### src/rtl/mu_div_pkg.sv
// Shared definitions for the Barrett mu divider: default widths, FSM state
// type and the counter-width helper.
package mu_div_pkg;

  localparam int MOD_W_DEF = 108;
  localparam int SHIFT_DEF = 216;
  // Width that holds floor(2^SHIFT / m) for any m >= 2^(MOD_W-1).
  localparam int MU_W_DEF  = SHIFT_DEF - MOD_W_DEF + 2;
  localparam int CNT_W_DEF = $clog2(SHIFT_DEF + 2);

  typedef enum logic [1:0] {
    IDLE = 2'd0,
    DIV  = 2'd1,
    FIN  = 2'd2
  } mu_div_state_t;

  // Counter width for a given dividend exponent (counts up to SHIFT).
  function automatic int cnt_width(input int shift);
    return $clog2(shift + 2);
  endfunction

endpackage

### src/rtl/barrett_mu_divider_if.sv
// Request/result bundle between a mu consumer and the divider.
//
// Handshake: the master raises start (with m valid) for one or more cycles;
// the divider accepts it only while idle, then holds busy high until the
// computation ends. done is a single-cycle pulse; mu/ovf/err are valid from
// that cycle on and stay unchanged until the next accepted start. A start
// seen while busy or during the done cycle is dropped without effect.
interface barrett_mu_divider_if
  import mu_div_pkg::*;
#(
  parameter int MOD_W = MOD_W_DEF,
  parameter int SHIFT = SHIFT_DEF
);
  localparam int MU_W = SHIFT - MOD_W + 2;

  logic             start;
  logic [MOD_W-1:0] m;
  logic             busy;
  logic             done;
  logic [MU_W-1:0]  mu;
  logic             ovf;
  logic             err;

  modport master (output start, m, input busy, done, mu, ovf, err);
  modport slave  (input start, m, output busy, done, mu, ovf, err);
endinterface

### src/rtl/mu_div_step.sv
// One restoring division step: shift the next dividend bit into the
// remainder and subtract the modulus when it fits. Purely combinational.
module mu_div_step #(
  parameter int MOD_W = 108
) (
  input  logic [MOD_W:0]   r,
  input  logic             dbit,
  input  logic [MOD_W-1:0] m,
  output logic [MOD_W:0]   r_next,
  output logic             qbit
);

  logic [MOD_W:0]   r_shift;
  logic [MOD_W+1:0] diff;

  // Shift, trial-subtract, and keep the difference only when no borrow.
  always_comb begin
    r_shift = {r[MOD_W-1:0], dbit};
    diff    = {1'b0, r_shift} - {2'b00, m};
    // r[MOD_W] set would mean the shifted value exceeds the window and so
    // certainly exceeds m; the borrow bit covers the ordinary case.
    qbit    = r[MOD_W] | ~diff[MOD_W+1];
    r_next  = qbit ? diff[MOD_W:0] : r_shift;
  end

endmodule

### src/rtl/barrett_mu_divider.sv
// Sequential restoring divider producing the Barrett constant
// mu = floor(2^SHIFT / m). Runs once per modulus change, so it uses a single
// subtractor per step and iterates over the SHIFT+1 dividend bits.
// Build option: define MU_DIV_RADIX4_EN to chain two steps per cycle
// (dividend padded with a leading zero to an even length).
module barrett_mu_divider
  import mu_div_pkg::*;
#(
  parameter int MOD_W = MOD_W_DEF,
  parameter int SHIFT = SHIFT_DEF
) (
  input  logic                 clk,
  input  logic                 rst_n,
  barrett_mu_divider_if.slave  bus,
  output mu_div_state_t        state_dbg
);

  localparam int MU_W  = SHIFT - MOD_W + 2;
  localparam int CNT_W = cnt_width(SHIFT);
`ifdef MU_DIV_RADIX4_EN
  localparam int PAD    = (SHIFT + 1) % 2;
  localparam int NSTEPS = (SHIFT + 1 + PAD) / 2;
  // The single 1 of the dividend lands in the upper step of the first pair
  // when no pad is needed, otherwise in the lower step.
  localparam logic ONE_IN_HI = (PAD == 0);
`else
  localparam int NSTEPS = SHIFT + 1;
`endif
  localparam logic [CNT_W-1:0] LAST_CNT = CNT_W'(NSTEPS - 1);

  mu_div_state_t    state, state_next;
  logic [MOD_W-1:0] m_q;
  logic [MOD_W:0]   r_q;
  logic [MU_W-1:0]  mu_q;
  logic [CNT_W-1:0] cnt_q;
  logic             ovf_q;
  logic             err_q;

  logic [MOD_W:0]   r_step;
  logic [MU_W-1:0]  q_step;
  logic             shout;
  logic             first;

  assign first = (cnt_q == '0);

`ifdef MU_DIV_RADIX4_EN
  logic [MOD_W:0] r_mid;
  logic           qb_hi, qb_lo;

  mu_div_step #(.MOD_W(MOD_W)) u_step_hi (
    .r      (r_q),
    .dbit   (first & ONE_IN_HI),
    .m      (m_q),
    .r_next (r_mid),
    .qbit   (qb_hi)
  );

  mu_div_step #(.MOD_W(MOD_W)) u_step_lo (
    .r      (r_mid),
    .dbit   (first & ~ONE_IN_HI),
    .m      (m_q),
    .r_next (r_step),
    .qbit   (qb_lo)
  );

  // Two quotient bits enter per cycle; both bits pushed out feed overflow.
  always_comb begin
    q_step = {mu_q[MU_W-3:0], qb_hi, qb_lo};
    shout  = mu_q[MU_W-1] | mu_q[MU_W-2];
  end
`else
  logic qb;

  mu_div_step #(.MOD_W(MOD_W)) u_step (
    .r      (r_q),
    .dbit   (first),
    .m      (m_q),
    .r_next (r_step),
    .qbit   (qb)
  );

  // One quotient bit enters per cycle; the bit pushed out feeds overflow.
  always_comb begin
    q_step = {mu_q[MU_W-2:0], qb};
    shout  = mu_q[MU_W-1];
  end
`endif

  // Next-state logic: start only counts in IDLE; m == 0 skips the division.
  always_comb begin
    state_next = state;
    case (state)
      IDLE:    if (bus.start) state_next = (bus.m == '0) ? FIN : DIV;
      DIV:     if (cnt_q == LAST_CNT) state_next = FIN;
      FIN:     state_next = IDLE;
      default: state_next = IDLE;
    endcase
  end

  // State register.
  always_ff @(posedge clk or negedge rst_n) begin
    if (!rst_n) state <= IDLE;
    else        state <= state_next;
  end

  // Datapath: capture on accept, iterate in DIV, saturate on the last step
  // so mu is already final in the done cycle.
  always_ff @(posedge clk or negedge rst_n) begin
    if (!rst_n) begin
      m_q   <= '0;
      r_q   <= '0;
      mu_q  <= '0;
      cnt_q <= '0;
      ovf_q <= 1'b0;
      err_q <= 1'b0;
    end else begin
      case (state)
        IDLE: begin
          if (bus.start) begin
            m_q   <= bus.m;
            r_q   <= '0;
            cnt_q <= '0;
            ovf_q <= 1'b0;
            err_q <= (bus.m == '0);
            mu_q  <= (bus.m == '0) ? '1 : '0;
          end
        end
        DIV: begin
          r_q   <= r_step;
          cnt_q <= cnt_q + 1'b1;
          ovf_q <= ovf_q | shout;
          if ((cnt_q == LAST_CNT) && (ovf_q | shout)) mu_q <= '1;
          else                                        mu_q <= q_step;
        end
        default: ;
      endcase
    end
  end

  // Output mapping.
  always_comb begin
    bus.busy  = (state != IDLE) && (state != FIN);
    bus.done  = (state == FIN);
    bus.mu    = mu_q;
    bus.ovf   = ovf_q;
    bus.err   = err_q;
    state_dbg = state;
  end

endmodule

### src/flat_wrapper.sv
// flat-port wrapper written by rule: the top's interface ports become plain ports
module barrett_mu_divider_flat import mu_div_pkg::*;
#(
  parameter int MOD_W = MOD_W_DEF,
  parameter int SHIFT = SHIFT_DEF
)
  (clk, rst_n, state_dbg, bus_start, bus_m, bus_busy, bus_done, bus_mu, bus_ovf, bus_err);
  barrett_mu_divider_if #(.MOD_W(MOD_W), .SHIFT(SHIFT)) bus_i ();
  input  logic clk;
  input  logic rst_n;
  output mu_div_state_t state_dbg;
  input wire logic [$bits(bus_i.start)-1:0] bus_start;
  input wire logic [$bits(bus_i.m)-1:0] bus_m;
  output wire logic [$bits(bus_i.busy)-1:0] bus_busy;
  output wire logic [$bits(bus_i.done)-1:0] bus_done;
  output wire logic [$bits(bus_i.mu)-1:0] bus_mu;
  output wire logic [$bits(bus_i.ovf)-1:0] bus_ovf;
  output wire logic [$bits(bus_i.err)-1:0] bus_err;
  assign bus_i.start = bus_start;
  assign bus_i.m = bus_m;
  assign bus_busy = bus_i.busy;
  assign bus_done = bus_i.done;
  assign bus_mu = bus_i.mu;
  assign bus_ovf = bus_i.ovf;
  assign bus_err = bus_i.err;
  barrett_mu_divider #(.MOD_W(MOD_W), .SHIFT(SHIFT)) u_core (.clk(clk), .rst_n(rst_n), .bus(bus_i), .state_dbg(state_dbg));
endmodule
### config.mk
export PLATFORM = sky130hd
export DESIGN_NAME = barrett_mu_divider_flat
export DESIGN_NICKNAME = d
export VERILOG_FILES = /design/src/rtl/mu_div_pkg.sv /design/src/rtl/barrett_mu_divider_if.sv /design/src/rtl/mu_div_step.sv /design/src/rtl/barrett_mu_divider.sv /design/src/flat_wrapper.sv
export SDC_FILE = /design/constraint.sdc
export NUM_CORES = 1
export LEC_CHECK = 0
export BUFFER_PORTS_ARGS = -buffer_cell sky130_fd_sc_hd__buf_2
export CAP_MARGIN = 20
export CORE_MARGIN = 1
export CORE_UTILIZATION = 55
export DETAILED_ROUTE_END_ITERATION = 8
export PLACE_DENSITY = 0.78
export SKIP_CTS_REPAIR_TIMING = 1
export SLEW_MARGIN = 20
export SYNTH_ARGS = -nofsm -noshare
export SYNTH_HDL_FRONTEND = slang
export SYNTH_SLANG_ARGS = --single-unit
### constraint.sdc
create_clock -name clk -period 10.8 [get_ports clk]
set_input_delay 0.54 -clock clk [delete_from_list [all_inputs] [get_ports clk]]
set_output_delay 0.54 -clock clk [all_outputs]
set_load 0.05 [all_outputs]
# After elaboration in Yosys (flattened, before gate mapping)
# Cells that the tools add are included.
# word_totals
regBits,339
in_bits,111
output_inout_bits,116
wordCells,43
# classes
add_sub_neg,2
n_eq_ne,6
muxes,15
n_bitwise,3
n_reduce_logical,10
# op_table
cell,count
2-to-1 mux 110 bit,3
case mux 110 bit (2 select lines),1
2-to-1 mux 109 bit,2
case mux 109 bit (2 select lines),1
subtractor 109 x 108 -> 110 bit,1
zero test 108 bit,1
case mux 8 bit (2 select lines),1
"adder 8 x 1 -> 8 bit, second input constant",1
"== test 8 bit, second input constant",1
zero test 8 bit,1
2-to-1 mux 8 bit,1
2-to-1 mux 2 bit,3
AND reduction 2 bit,3
"inequality test 2 bit, second input constant",2
case mux 2 bit (2 select lines),1
nonzero test 2 bit,2
"== test 2 x 1 -> 1 bit, second input constant",1
"== test 2 bit, second input constant",1
logical AND 1 bit,2
zero test 2 bit,1
"inequality test 2 x 1 -> 1 bit, second input constant",1
bitwise OR 1 bit,2
case mux 1 bit (2 select lines),1
2-to-1 mux 1 bit,1
inverter 1 bit,1

# Depth between registers and ports, before layout
# Gate-level depths: netlist of the first run.
# logic_depth
word_depth,6
depth_mapped,18
mapped_depth_nobuf,18

# Cells and area by module
# A second synthesis of the first run with hierarchy kept.
# hier_totals
cells_unflattened,2584
area_unflattened_um2,22208.8
# by_module_without_submodules
mod,n_inst,cells_per_inst,area_each_um2,seq_area_each_um2
barrett_mu_divider,1,1287,13142.6,8483.1
mu_div_step,1,1297,9066.2,0.0

# Least setup slack after synthesis of the first run
# No wires, ideal clock.
# synth_timing
path_type,reg-to-reg
from,register u_core.cnt_q[0]
to,register u_core.r_q[94]
setup_time_ns,0.126
arrival_time_ns,3.398
required_time_ns,10.674
setup_slack_ns,7.275
stages_incl_launch_ff,18
n_path_buf,1
synth_period_minus_slack_ns,3.525
cell_sequence,dfrtp_1 > inv_1 > ha_1 > nor3b_1 > nand2_1 > ha_1 > nand2b_1 > a21oi_1 > o31ai_2 > a21oi_2 > a21o_1 > nand2b_4 > a31oi_4 > o31ai_4 > a31o_1 > buf_6 > mux2_4 > a221o_1
# synth_via
elab_chain_len,6
# synth_rtl
element,line_no,text
start: declaration,barrett_mu_divider.sv:35,logic [CNT_W-1:0] cnt_q;
start signal: assignment,barrett_mu_divider.sv:130,cnt_q <= cnt_q + 1'b1;
zero test 8 bit *,barrett_mu_divider.sv:44,assign first = (cnt_q == '0);
subtractor 109 x 108 -> 110 bit *,mu_div_step.sv:19,"diff = {1'b0, r_shift} - {2'b00, m};"
inverter 1 bit,mu_div_step.sv:22,qbit = r[MOD_W] | ~diff[MOD_W+1];
bitwise OR 1 bit,mu_div_step.sv:22,
2-to-1 mux 109 bit *,mu_div_step.sv:23,r_next = qbit ? diff[MOD_W:0] : r_shift;
case mux 109 bit (2 select lines) *,barrett_mu_divider.sv:117,case (state)
end signal: assignment,barrett_mu_divider.sv:129,r_q <= r_step;
end: declaration,barrett_mu_divider.sv:33,logic [MOD_W:0] r_q;
# Every way passes the cells marked *; elsewhere a longest branch is shown, timed or not.
# A chain may end at the register's enable or synchronous reset.

# Final worst setup path of the first run
# Ends and elaborated chain as after synthesis.

==> key figures, run 1 <==
Run status
  – Status: finished with violations
  – Violated checks: hold timing

Synthesis
  – Post-synth EDFFs: 0
  – Most frequent cell after synthesis: dfrtp_1
  – Top cells by count, synth: 339 x dfrtp_1, 300 x nand2_1, 253 x o21ai_0
  – #FFs+latches synth: roughly 340
  – Seq/Total Area, Yosys: between 30% and 40%
  – Share of Yosys cell area claimed by the top area cell type: 39.64%
  – Synth Area per Inst: about 9 um^2
  – Syn_nets: approximately 2600
  – Asr flop ratio synth: between 90% and 100%
  – Synth top area cells: dfrtp_1 40%, ha_1 6.4%, o21ai_0 5.9%, mux2_2 5.7%, nand2_1 5.3%
  – Dominant synthesized flop cell: dfrtp_1
  – Post-Syn Area: 21400 um^2
  – Largest area contributor in the netlist: dfrtp_1
  – Synth warn: 0
  – Post-synthesis cell type count: between 70 and 80
  – Post-synthesis cell count: ~2400

Clock network
  – CTS tree: yes
  – H-tree depth: 2
  – Clock Sinks: approximately 340
  – Maximum buffer depth of the clock tree: 3
  – Num CTS Buffers: 37
  – Root Buffer: clkbuf_16
  – Worst-skew pair later-pin latency: about 0.57 ns
  – Clk pin slew, worst setup/hold paths: around 0.060 ns

Floorplanning
  – # IOs: 227
  – DIE WIDTH: approximately 200 um
  – Chip height: roughly 200 um
  – Die area: roughly 40000 um^2
  – Rows: between 70 and 80
  – Initial core utilization: between 50% and 60%
  – CORE AREA: 38020 um^2

Global routing
  – Global Route Usage Sum: 30.36%
  – Largest net degree at the start of global routing: between 150 and 200
  – Initial antenna violation count: 5
  – Vias in the first global route: between 15000 and 20000
  – Remaining Overflow, GRT: 0
  – First-pass GRT wire length: about 97 mm

Detailed routing
  – Routed WL per cell: roughly 19 um
  – Starting DRT DRC Count: about 1700
  – Final WL: 59.96 mm
  – DRT Pass-1 Iters: 5
  – Via count: ~19000
  – Vias per cell: ~6.1
  – Drt drc: 0
  – Antenna Nets Post-Route: 0

Timing
  – Hold WS: -0.01096 ns
  – RSZ-0062 raised after global routing: no
  – Worst-Margin Slew: roughly 1.1 ns
  – Fin. max-slew vios: 0
  – Final hold vios: 11
  – Final setup violation count: 0
  – Clock period minus worst slack: ~5.2 ns
  – Relative slew slack: 24.29%
  – Post-route setup TNS: 0 ns
  – Final period util: 48.31%
  – Fmax: between 0.15 and 0.2 GHz
  – Clock skew: about 0.027 ns

Critical path
  – Startpoint Class: flop
  – Reg2reg setup slack: 5.58 ns
  – Crit path DAT: between 5 and 6 ns
  – Worst-path fanout max: 59
  – WP data required: approximately 11 ns
  – CP endpoint kind: flop
  – Setup CP Type: flop to flop

Place
  – Placer Congestion: 0.9930
  – Post-DP HPWL: 42.36 mm
  – PortBufs: approximately 230

Layout
  – Layout area overhead: 12.63%
  – Layout Nets: ~2800
  – Share of cells above drive strength 1: roughly 17%

Run
  – MaxCap Viol Count: 0

Worst hold path
  – HP Class: input pin to async pin
-- layer usage --
layer	GRT usage, %	vias to the layer above	wire length (um)
li1	-	8933	-
met1	41.20	9340	26390
met2	48.44	653	28050
met3	3.949	144	3142
met4	13.65	0	2383
met5	0	-	0
-- stage by stage --
step	instance area, um^2	setup WS [ns]	cells	hold slack (ns)	util, %
4_1_cts	24090	5.675	3096	0.02072	63.35
3_3_place_gp	22720	5.877	3029	0.4581	59.75
3_5_place_dp	22720	5.721	3029	0.4715	59.75
6_report	24100	5.582	3101	-0.01096	63.40
2_1_floorplan	21400	7.275	2426	0.2444	-
5_1_grt	24100	5.411	3100	0.07452	63.39
-- path summary, 6_finish.rpt --
kind | from | end | cells past startpoint
setup / recovery | u_core.cnt_q[0]$_DFFE_PN0P_ | u_core.r_q[94]$_DFFE_PN0P_ | 17
hold / removal | rst_n | u_core.m_q[42]$_DFFE_PN0P_ | 1
setup reg to reg | u_core.cnt_q[0]$_DFFE_PN0P_ | u_core.r_q[94]$_DFFE_PN0P_ | 17
hold reg to reg | u_core.bus.err$_DFFE_PN0P_ | u_core.bus.err$_DFFE_PN0P_ | 2
max in group asynchronous | rst_n | u_core.bus.mu[0]$_DFFE_PN0P_ | 3
min in group clk | bus_m[38] | u_core.m_q[38]$_DFFE_PN0P_ | 2
-- critical path, stage by stage (launching register included) --
cell and delay (ns):
dfrtp_1 0.42, inv_1 0.09, ha_1 0.15, nor3b_1 0.23, nand2_1 0.11, ha_1 0.21
nand2b_1 0.16, a21oi_1 0.29, o31ai_2 0.18, a21oi_2 0.21, a21o_1 0.22, nand2b_4 0.20
a31oi_4 0.13, o31ai_4 0.43, a31o_4 0.41, buf_4 0.83, mux2_4 0.35, a221o_1 0.31
-- cells in the final DEF, fill, tap and decap left out, drive strengths merged, types with 24 or more instances in the layout --
cell type    n
a32oi       33
o21ai      306
nor3        24
a21oi      171
mux2       110
a21o        50
o21bai      27
buf        240
nor2        86
nor4        37
xnor2       64
ha         110
mux2i       73
dfrtp      339
nand4       61
nand2      300
clkbuf      46
xor2        37
nand3      126
inv        148
-- sequential cells by signal, summed over array words and instances (netlist names) --
| name | count |
|---|---|
| u_core.state_dbg | 2 |
| u_core.cnt_q | 8 |
| u_core.bus.ovf | 1 |
| u_core.bus.mu | 110 |
| u_core.r_q | 109 |
| u_core.bus.err | 1 |
| u_core.m_q | 108 |
-- kinds of logic (layout without fill, tap and decap cells) --
kind of cell             count (synthesis)  in the layout  share of synthesized area (%)
XOR/XNOR                               101            101                          4.133
AO/OA/AOI/OAI                          704            704                          19.96
buffers and inverters                  295            454                          5.542
flip-flops                             339            339                          39.64
other                                    0              5                              0
AND/OR/NAND/NOR                        693            693                          14.98
adder cells (fa/ha/maj)                111            111                          6.524
multiplexers                           183            183                          9.220
-- area by class of cell --
class	count	area, um^2
Multi-Input combinational cell	1792	11780
Timing Repair Buffer	240	1262
Inverter	147	551.8
Clock buffer	46	1052
Antenna cell	5	12.51
Clock inverter	21	319.1
Sequential cell	339	8483
Tap cell	511	639.4
Fill cell	3250	13920
Power of run 1 is left out: the tool's default activity adds up to more than one toggle a clock period on the data nets, which glitch-free logic cannot reach.
==> run 2, diff against run 1 <==
==> constraint.sdc (replaced) <==
create_clock -name clk -period 5.2 [get_ports clk]
set_input_delay 0.26 -clock clk [delete_from_list [all_inputs] [get_ports clk]]
set_output_delay 0.26 -clock clk [all_outputs]
set_load 0.05 [all_outputs]
==> key figures, run 2 (synthesis results as in run 1) <==
Critical path
  – WP data required: 5.65 ns (was 11.23 ns)
  – Setup CP Type: flop to flop (unchanged)
  – CP endpoint kind: flop (unchanged)
  – Worst-path fanout max: 5 (was 59)
  – Worst path slowest cell: a31oi_1 (was buf_4)
  – Crit path DAT: 4.95 ns (was 5.65 ns)
  – Critical path's largest stage delay: 0.57 ns (was 0.83 ns)
  – Cell Chain, Critical Path: inv_1 > ha_1 > nor3b_1 > nand2_1 > ha_1 > inv_1 > fa_1 > a21o_1 > a31o_2 > o21ai_1 > a211oi_1 > o211a_1 > o211ai_1 > a31oi_1 > a31oi_1 > or3_1 > a21oi_1 > a221o_1 (was inv_1 > ha_1 > nor3b_1 > nand2_1 > ha_1 > nand2b_1 > a21oi_1 > o31ai_2 > a21oi_2 > a21o_1 > nand2b_4 > a31oi_4 > o31ai_4 > a31o_4 > buf_4 > mux2_4 > a221o_1)
  – CP bufs+invs: 2 (unchanged)
  – Startpoint Class: flop (unchanged)
  – CP delay by family, top: compound AO/OA/AOI/OAI gates (unchanged)

Layout
  – Largest register FFs: 110 (unchanged)
  – Layout Nets: 2887 (was 2779)
  – Most frequent cells in the layout: 339 x dfrtp_1, 299 x nand2_1, 253 x o21ai_0, 225 x buf_2, 168 x a21oi_1 (unchanged)
  – Fillers: 3146 (was 3250)
  – Post-layout util: 66.00% (was 63.40%)
  – Layout area overhead: 17.25% (was 12.63%)
  – Most common cell after layout, fill and taps aside: dfrtp_1 (unchanged)
  – Share of cells above drive strength 1: 16.38% (was 17.14%)

Timing
  – Final period util: 86.52% (was 48.31%)
  – Fmax: 0.2223 GHz (was 0.1917 GHz)
  – Worst-Margin Slew: 1.092 ns (was 1.136 ns)
  – Clock period minus worst slack: 4.499 ns (was 5.218 ns)
  – Clock skew: 0.01711 ns (was 0.02658 ns)
  – Relative slew slack: 27.23% (was 24.29%)
  – Final worst slack: 0.7011 ns (was 5.582 ns)
  – Fin. max-slew vios: 0 (unchanged)
  – Final hold vios: 0 (was 11)
  – Final setup violation count: 0 (unchanged)
  – Post-route setup TNS: 0 ns (unchanged)
  – RSZ-0062 raised after global routing: no (unchanged)

Detailed routing
  – Max layer used: met4 (unchanged)
  – Metal2 WL: 30.11 mm (was 28.05 mm)
  – Via count: 19610 (was 19070)
  – Antenna Nets Post-Route: 0 (unchanged)
  – DRT Pass-1 Iters: 6 (was 5)
  – Drt drc: 0 (unchanged)
  – WL met3: 3.861 mm (was 3.142 mm)
  – Starting DRT DRC Count: 1605 (was 1670)
  – Vias per cell: 6.118 (was 6.150)
  – Final WL: 63.19 mm (was 59.96 mm)
  – WL met1: 27.21 mm (was 26.39 mm)
  – Routed WL per cell: 19.72 um (was 19.34 um)

Clock network
  – Root Buffer: clkbuf_16 (unchanged)
  – H-tree depth: 2 (unchanged)
  – Worst-skew pair later-pin latency: 0.58 ns (was 0.57 ns)
  – Clock Sinks: 339 (unchanged)
  – Maximum buffer depth of the clock tree: 3 (unchanged)
  – Num CTS Buffers: 39 (was 37)
  – CTS tree: yes (unchanged)
  – Clk pin slew, worst setup/hold paths: 0.06 ns (about the same)

Global routing
  – Largest net degree at the start of global routing: 223 (was 158)
  – First-pass GRT wire length: 96.21 mm (was 96.60 mm)
  – Initial antenna violation count: 1 (was 5)
  – Vias in the first global route: 18450 (was 18600)
  – Remaining Overflow, GRT: 0 (unchanged)
  – Global Route Usage Sum: 30.38% (was 30.36%)

Floorplanning
  – Chip height: 199.3 um (unchanged)
  – CORE AREA: 38020 um^2 (unchanged)
  – DIE WIDTH: 199.3 um (unchanged)
  – Rows: 71 (unchanged)
  – Die area: 39700 um^2 (unchanged)
  – # IOs: 227 (unchanged)
  – Initial core utilization: 56.29% (unchanged)

Place
  – Placer Congestion: 0.9788 (was 0.9930)
  – Post-DP HPWL: 42.95 mm (was 42.36 mm)
  – PortBufs: 226 (unchanged)
  – Worst slack, placed: 0.7958 ns (was 5.721 ns)

Run status
  – Status: complete, no violations (was finished with violations)

Worst hold path
  – HP Class: input pin to flop (was input pin to async pin)

Run
  – MaxCap Viol Count: 0 (unchanged)
-- run 2: cell count changes in the layout (fill, tap and decap cells not counted), sizes merged --
cell | previous run | this run
dlygate4sd3 | 0 | 103
diode | 5 | 2
buf | 240 | 243
clkinv | 11 | 6
bufinv | 8 | 2
clkbuf | 46 | 56
clkinvlp | 1 | 3
-- run 2: final timing paths --
check                                             from                       endpoint  slack [ns]  cells after the start
hold / removal                                bus_m[5]      u_core.m_q[5]$_DFFE_PN0P_        0.01                      2
setup reg to reg           u_core.cnt_q[0]$_DFFE_PN0P_     u_core.r_q[94]$_DFFE_PN0P_        0.70                     18
max in group asynchronous                        rst_n  u_core.bus.mu[98]$_DFFE_PN0P_        3.56                      3
setup / recovery           u_core.cnt_q[0]$_DFFE_PN0P_     u_core.r_q[94]$_DFFE_PN0P_        0.70                     18
min in group asynchronous                        rst_n     u_core.m_q[26]$_DFFE_PN0P_        0.24                      2
hold reg to reg             u_core.m_q[89]$_DFFE_PN0P_     u_core.m_q[89]$_DFFE_PN0P_        0.50                      1
-- run 2: stage by stage --
step           hold slack (ns)  instance area (um^2)  instances
5_1_grt               0.009222                 25090       3204
6_report               0.01064                 25090       3205
2_1_floorplan         -0.03559                 21400       2426
4_1_cts                -0.3139                 24030       3099
3_3_place_gp            0.2959                 22740       3031
3_5_place_dp            0.3028                 22740       3031
-- run 2: layout make-up --
class	instances	area [um^2]	share of cell area (%)
multi-input combinational	1792	11780	46.96
inverter	147	551.8	2.199
clock inverter	12	155.1	0.6183
clock buffer	56	1130	4.503
tap	511	639.4	2.548
timing repair buffer	346	2345	9.344
sequential	339	8483	33.81
antenna	2	5.005	0.01995
-- run 2: metal layers --
| metal | global-route usage (%) | vias up |
|---|---|---|
| met5 | 0 | - |
| met4 | 11.97 | 0 |
| met3 | 5.080 | 138 |
| met2 | 48.77 | 722 |
| met1 | 40.90 | 9591 |
| li1 | - | 9156 |
Power of run 2 is left out for the same reason.
==> run 3, diff against run 2 <==
--- a/config.mk
+++ b/config.mk
@@ -5,12 +5,13 @@
 export SDC_FILE = /design/constraint.sdc
 export NUM_CORES = 1
 export LEC_CHECK = 0
+export ABC_AREA = 1
 export BUFFER_PORTS_ARGS = -buffer_cell sky130_fd_sc_hd__buf_2
 export CAP_MARGIN = 20
 export CORE_MARGIN = 1
 export CORE_UTILIZATION = 55
 export DETAILED_ROUTE_END_ITERATION = 8
-export PLACE_DENSITY = 0.78
+export PLACE_DENSITY = 0.77
 export SKIP_CTS_REPAIR_TIMING = 1
 export SLEW_MARGIN = 20
 export SYNTH_ARGS = -nofsm -noshare
==> key figures, run 3 <==
Run status
  – Status: finished with violations (was complete, no violations)
  – Violated checks: hold timing

Clock network
  – Worst-skew pair later-pin latency: 0.58 ns (about the same)
  – H-tree depth: 2 (unchanged)
  – Root Buffer: clkbuf_16 (unchanged)
  – Clk pin slew, worst setup/hold paths: 0.06 ns (about the same)
  – Clock Sinks: 339 (unchanged)
  – CTS tree: yes (unchanged)
  – Num CTS Buffers: 37 (was 39)
  – Maximum buffer depth of the clock tree: 3 (unchanged)

Critical path
  – Startpoint Class: flop (unchanged)
  – Crit path DAT: 4.19 ns (was 4.95 ns)
  – Setup CP Type: flop to flop (unchanged)
  – Worst-path fanout max: 5 (unchanged)
  – WP data required: 5.66 ns (was 5.65 ns)
  – Reg-to-reg startpoint: u_core.cnt_q[0]$_DFFE_PN0P_ (unchanged)
  – Crit path launch: u_core.cnt_q[0]$_DFFE_PN0P_ (unchanged)
  – CP endpoint kind: flop (unchanged)

Synthesis
  – Synth Area per Inst: 5.933 um^2 (was 8.822 um^2)
  – Post-synthesis cell type count: 39 (was 77)
  – Synth top area cells: dfrtp_1 31%, nand2_1 24%, inv_1 14%, nand3_1 6.7%, ha_1 5.1% (was dfrtp_1 40%, ha_1 6.4%, o21ai_0 5.9%, mux2_2 5.7%, nand2_1 5.3%)
  – Top cells by count, synth: 1755 x nand2_1, 1004 x inv_1, 363 x nand3_1 (was 339 x dfrtp_1, 300 x nand2_1, 253 x o21ai_0)
  – #FFs+latches synth: 339 (unchanged)
  – Dominant synthesized flop cell: dfrtp_1 (unchanged)
  – Syn_nets: 4799 (was 2648)
  – Post-synth EDFFs: 0 (unchanged)
  – Post-Syn Area: 27150 um^2 (was 21400 um^2)
  – Share of Yosys cell area claimed by the top area cell type: 31.24% (was 39.64%)
  – Most frequent cell after synthesis: nand2_1 (was dfrtp_1)
  – Post-synthesis cell count: 4577 (was 2426)
  – Seq/Total Area, Yosys: 31.24% (was 39.64%)
  – Synth warn: 0 (unchanged)
  – Largest area contributor in the netlist: dfrtp_1 (unchanged)
  – Asr flop ratio synth: 100.0% (unchanged)

Floorplanning
  – # IOs: 227 (unchanged)
  – CORE AREA: 48850 um^2 (was 38020 um^2)
  – Initial core utilization: 55.59% (was 56.29%)
  – Chip height: 224.2 um (was 199.3 um)
  – DIE WIDTH: 224.2 um (was 199.3 um)
  – Rows: 81 (was 71)
  – Die area: 50270 um^2 (was 39700 um^2)

Power and ir drop
  – Peak supply drop: 0.0002566 V
  – Lkg Pwr: around 0.017 uW
  – Pwr Density: 180.0 nW/um^2

Layout
  – Share of cells above drive strength 1: 7.303% (was 16.38%)
  – Post-Layout Cell Count: 5471 (was 3205)
  – Layout Nets: 5001 (was 2887)
  – Most frequent cells in the layout: 1754 x nand2_1, 1004 x inv_1, 363 x nand3_1, 339 x dfrtp_1, 274 x o21ai_0 (was 339 x dfrtp_1, 299 x nand2_1, 253 x o21ai_0, 225 x buf_2, 168 x a21oi_1)
  – Layout area overhead: 12.26% (was 17.25%)
  – Post-layout util: 62.40% (was 66.00%)
  – Most common cell after layout, fill and taps aside: nand2_1 (was dfrtp_1)
  – Largest register FFs: 110 (unchanged)

Run
  – MaxCap Viol Count: 0 (unchanged)

Detailed routing
  – Final WL: 97.32 mm (was 63.19 mm)
  – Routed WL per cell: 17.79 um (was 19.72 um)
  – Via count: 28620 (was 19610)
  – Starting DRT DRC Count: 2954 (was 1605)
  – Drt drc: 0 (unchanged)
  – Antenna Nets Post-Route: 0 (unchanged)
  – DRT Pass-1 Iters: 6 (unchanged)
  – Vias per cell: 5.231 (was 6.118)

Global routing
  – Remaining Overflow, GRT: 0 (unchanged)
  – Initial antenna violation count: 1 (unchanged)
  – Global Route Usage Sum: 38.26% (was 30.38%)
  – First-pass GRT wire length: 147.5 mm (was 96.21 mm)
  – Vias in the first global route: 26180 (was 18450)
  – Largest net degree at the start of global routing: 225 (was 223)

Timing
  – Clock skew: 0.01830 ns (was 0.01711 ns)
  – Clock period minus worst slack: 3.728 ns (was 4.499 ns)
  – Final setup violation count: 0 (unchanged)
  – Fin. max-slew vios: 0 (unchanged)
  – Post-route setup TNS: 0 ns (unchanged)
  – Final hold vios: 39 (was 0)
  – Fmax: 0.2682 GHz (was 0.2223 GHz)
  – RSZ-0062 raised after global routing: no (unchanged)
  – Worst-Margin Slew: 1.074 ns (was 1.092 ns)
  – Relative slew slack: 28.37% (was 27.23%)
  – Final period util: 71.70% (was 86.52%)
  – Hold WS: -0.03987 ns (was 0.01064 ns)

Worst hold path
  – Hold path startpoint: bus_m[27] (was bus_m[5])
  – HP Class: input pin to flop (unchanged)

Place
  – PortBufs: 226 (unchanged)
  – DP Cell Count: 5359 (was 3031)
  – Placer Congestion: 1.120 (was 0.9788)
  – Post-DP HPWL: 75.45 mm (was 42.95 mm)
==> run 3: changes by cell type in the layout (fill, tap and decap cells not counted), sizes merged, moves of 48 or more <==
| cell | change |
|---|---|
| a21o | -48 |
| a21oi | -101 |
| dlygate4sd3 | -58 |
| inv | +878 |
| mux2 | -110 |
| mux2i | -73 |
| nand2 | +1460 |
| nand3 | +240 |
| nand3b | +48 |
| nor2 | +193 |
==> run 3: cells by family (layout without fill, tap and decap cells) <==
group | count (synthesis) | after routing | synth area share [%]
adder cells (fa/ha/maj) | 111 | 111 | 5.142
buffers and inverters | 1163 | 1392 | 16.43
AND/OR/NAND/NOR | 2540 | 2540 | 38.46
AO/OA/AOI/OAI | 369 | 369 | 6.953
flip-flops | 339 | 339 | 31.24
other | 0 | 1 | 0
XOR/XNOR | 55 | 55 | 1.774
==> run 3: metal layers <==
metal | wire (um) | up-vias | GRT usage [%]
met5 | 0 | - | 0
met4 | 3252 | 0 | 13.03
met3 | 9123 | 142 | 7.240
met2 | 41600 | 1217 | 57.39
met1 | 43350 | 13120 | 55.00
li1 | - | 14140 | -
==> run 3: report_power, final <==
part           switching [uW]  internal (uW)  leakage (uW)  total (uW)
logic                    98.7           62.6        0.0127         161
clock network            1160           1530      0.000599        2690
registers                   0           2640       0.00398        2640
==> run 3: stage by stage <==
stage                     setup WS (ns)  hold slack, ns  power [uW]  cell area [um^2]
after floorplan                   2.608        -0.03559        2710             27150
after global placement            1.168          0.1430        2819             28780
after detailed placement          1.579          0.1473        2820             28790
after CTS                         1.547         -0.4538        5485             30020
after global routing              1.207       -0.008384        5629             30480
final                             1.472        -0.03987        5488             30480
==> run 3: path summary, 6_finish.rpt <==
path                                                 end  slack (ns)  cells after the start
min in group asynchronous    u_core.m_q[103]$_DFFE_PN0P_        0.15                      2
setup reg to reg              u_core.r_q[70]$_DFFE_PN0P_        1.47                     22
max in group asynchronous  u_core.bus.mu[88]$_DFFE_PN0P_        3.83                      3
hold / removal                u_core.m_q[27]$_DFFE_PN0P_       -0.04                      3
setup / recovery              u_core.r_q[70]$_DFFE_PN0P_        1.47                     22
hold reg to reg              u_core.cnt_q[5]$_DFFE_PN0P_        0.47                      2
==> run 3: cell type report <==
class                      instances  area, um^2
multi-input combinational       3075       14270
clock buffer                      52        1042
timing repair buffer             290        1784
sequential                       339        8483
fill                            4713       18370
antenna                            1       2.502
inverter                        1036        3889
clock inverter                    14       185.2
tap                              664       830.8
==> run 3: worst max-delay path: stages, from the launching register on <==
cell and delay [ns]:
dfrtp_1 0.40, inv_1 0.06, ha_1 0.19, nand2_1 0.08, inv_1 0.04, nand4_1 0.13, ha_1 0.18, inv_1 0.08
fa_1 0.46, nand3_1 0.10, nand3_1 0.21, nand2_1 0.12, nand2_1 0.12, nand2_1 0.09, nand3_1 0.28, nand2_1 0.14
nand2_1 0.31, nand2_1 0.27, nand2_1 0.07, nand2_1 0.06, nand3_1 0.06, nand3_1 0.08, nand2_1 0.07
Power figures use the tool's default switching activity.
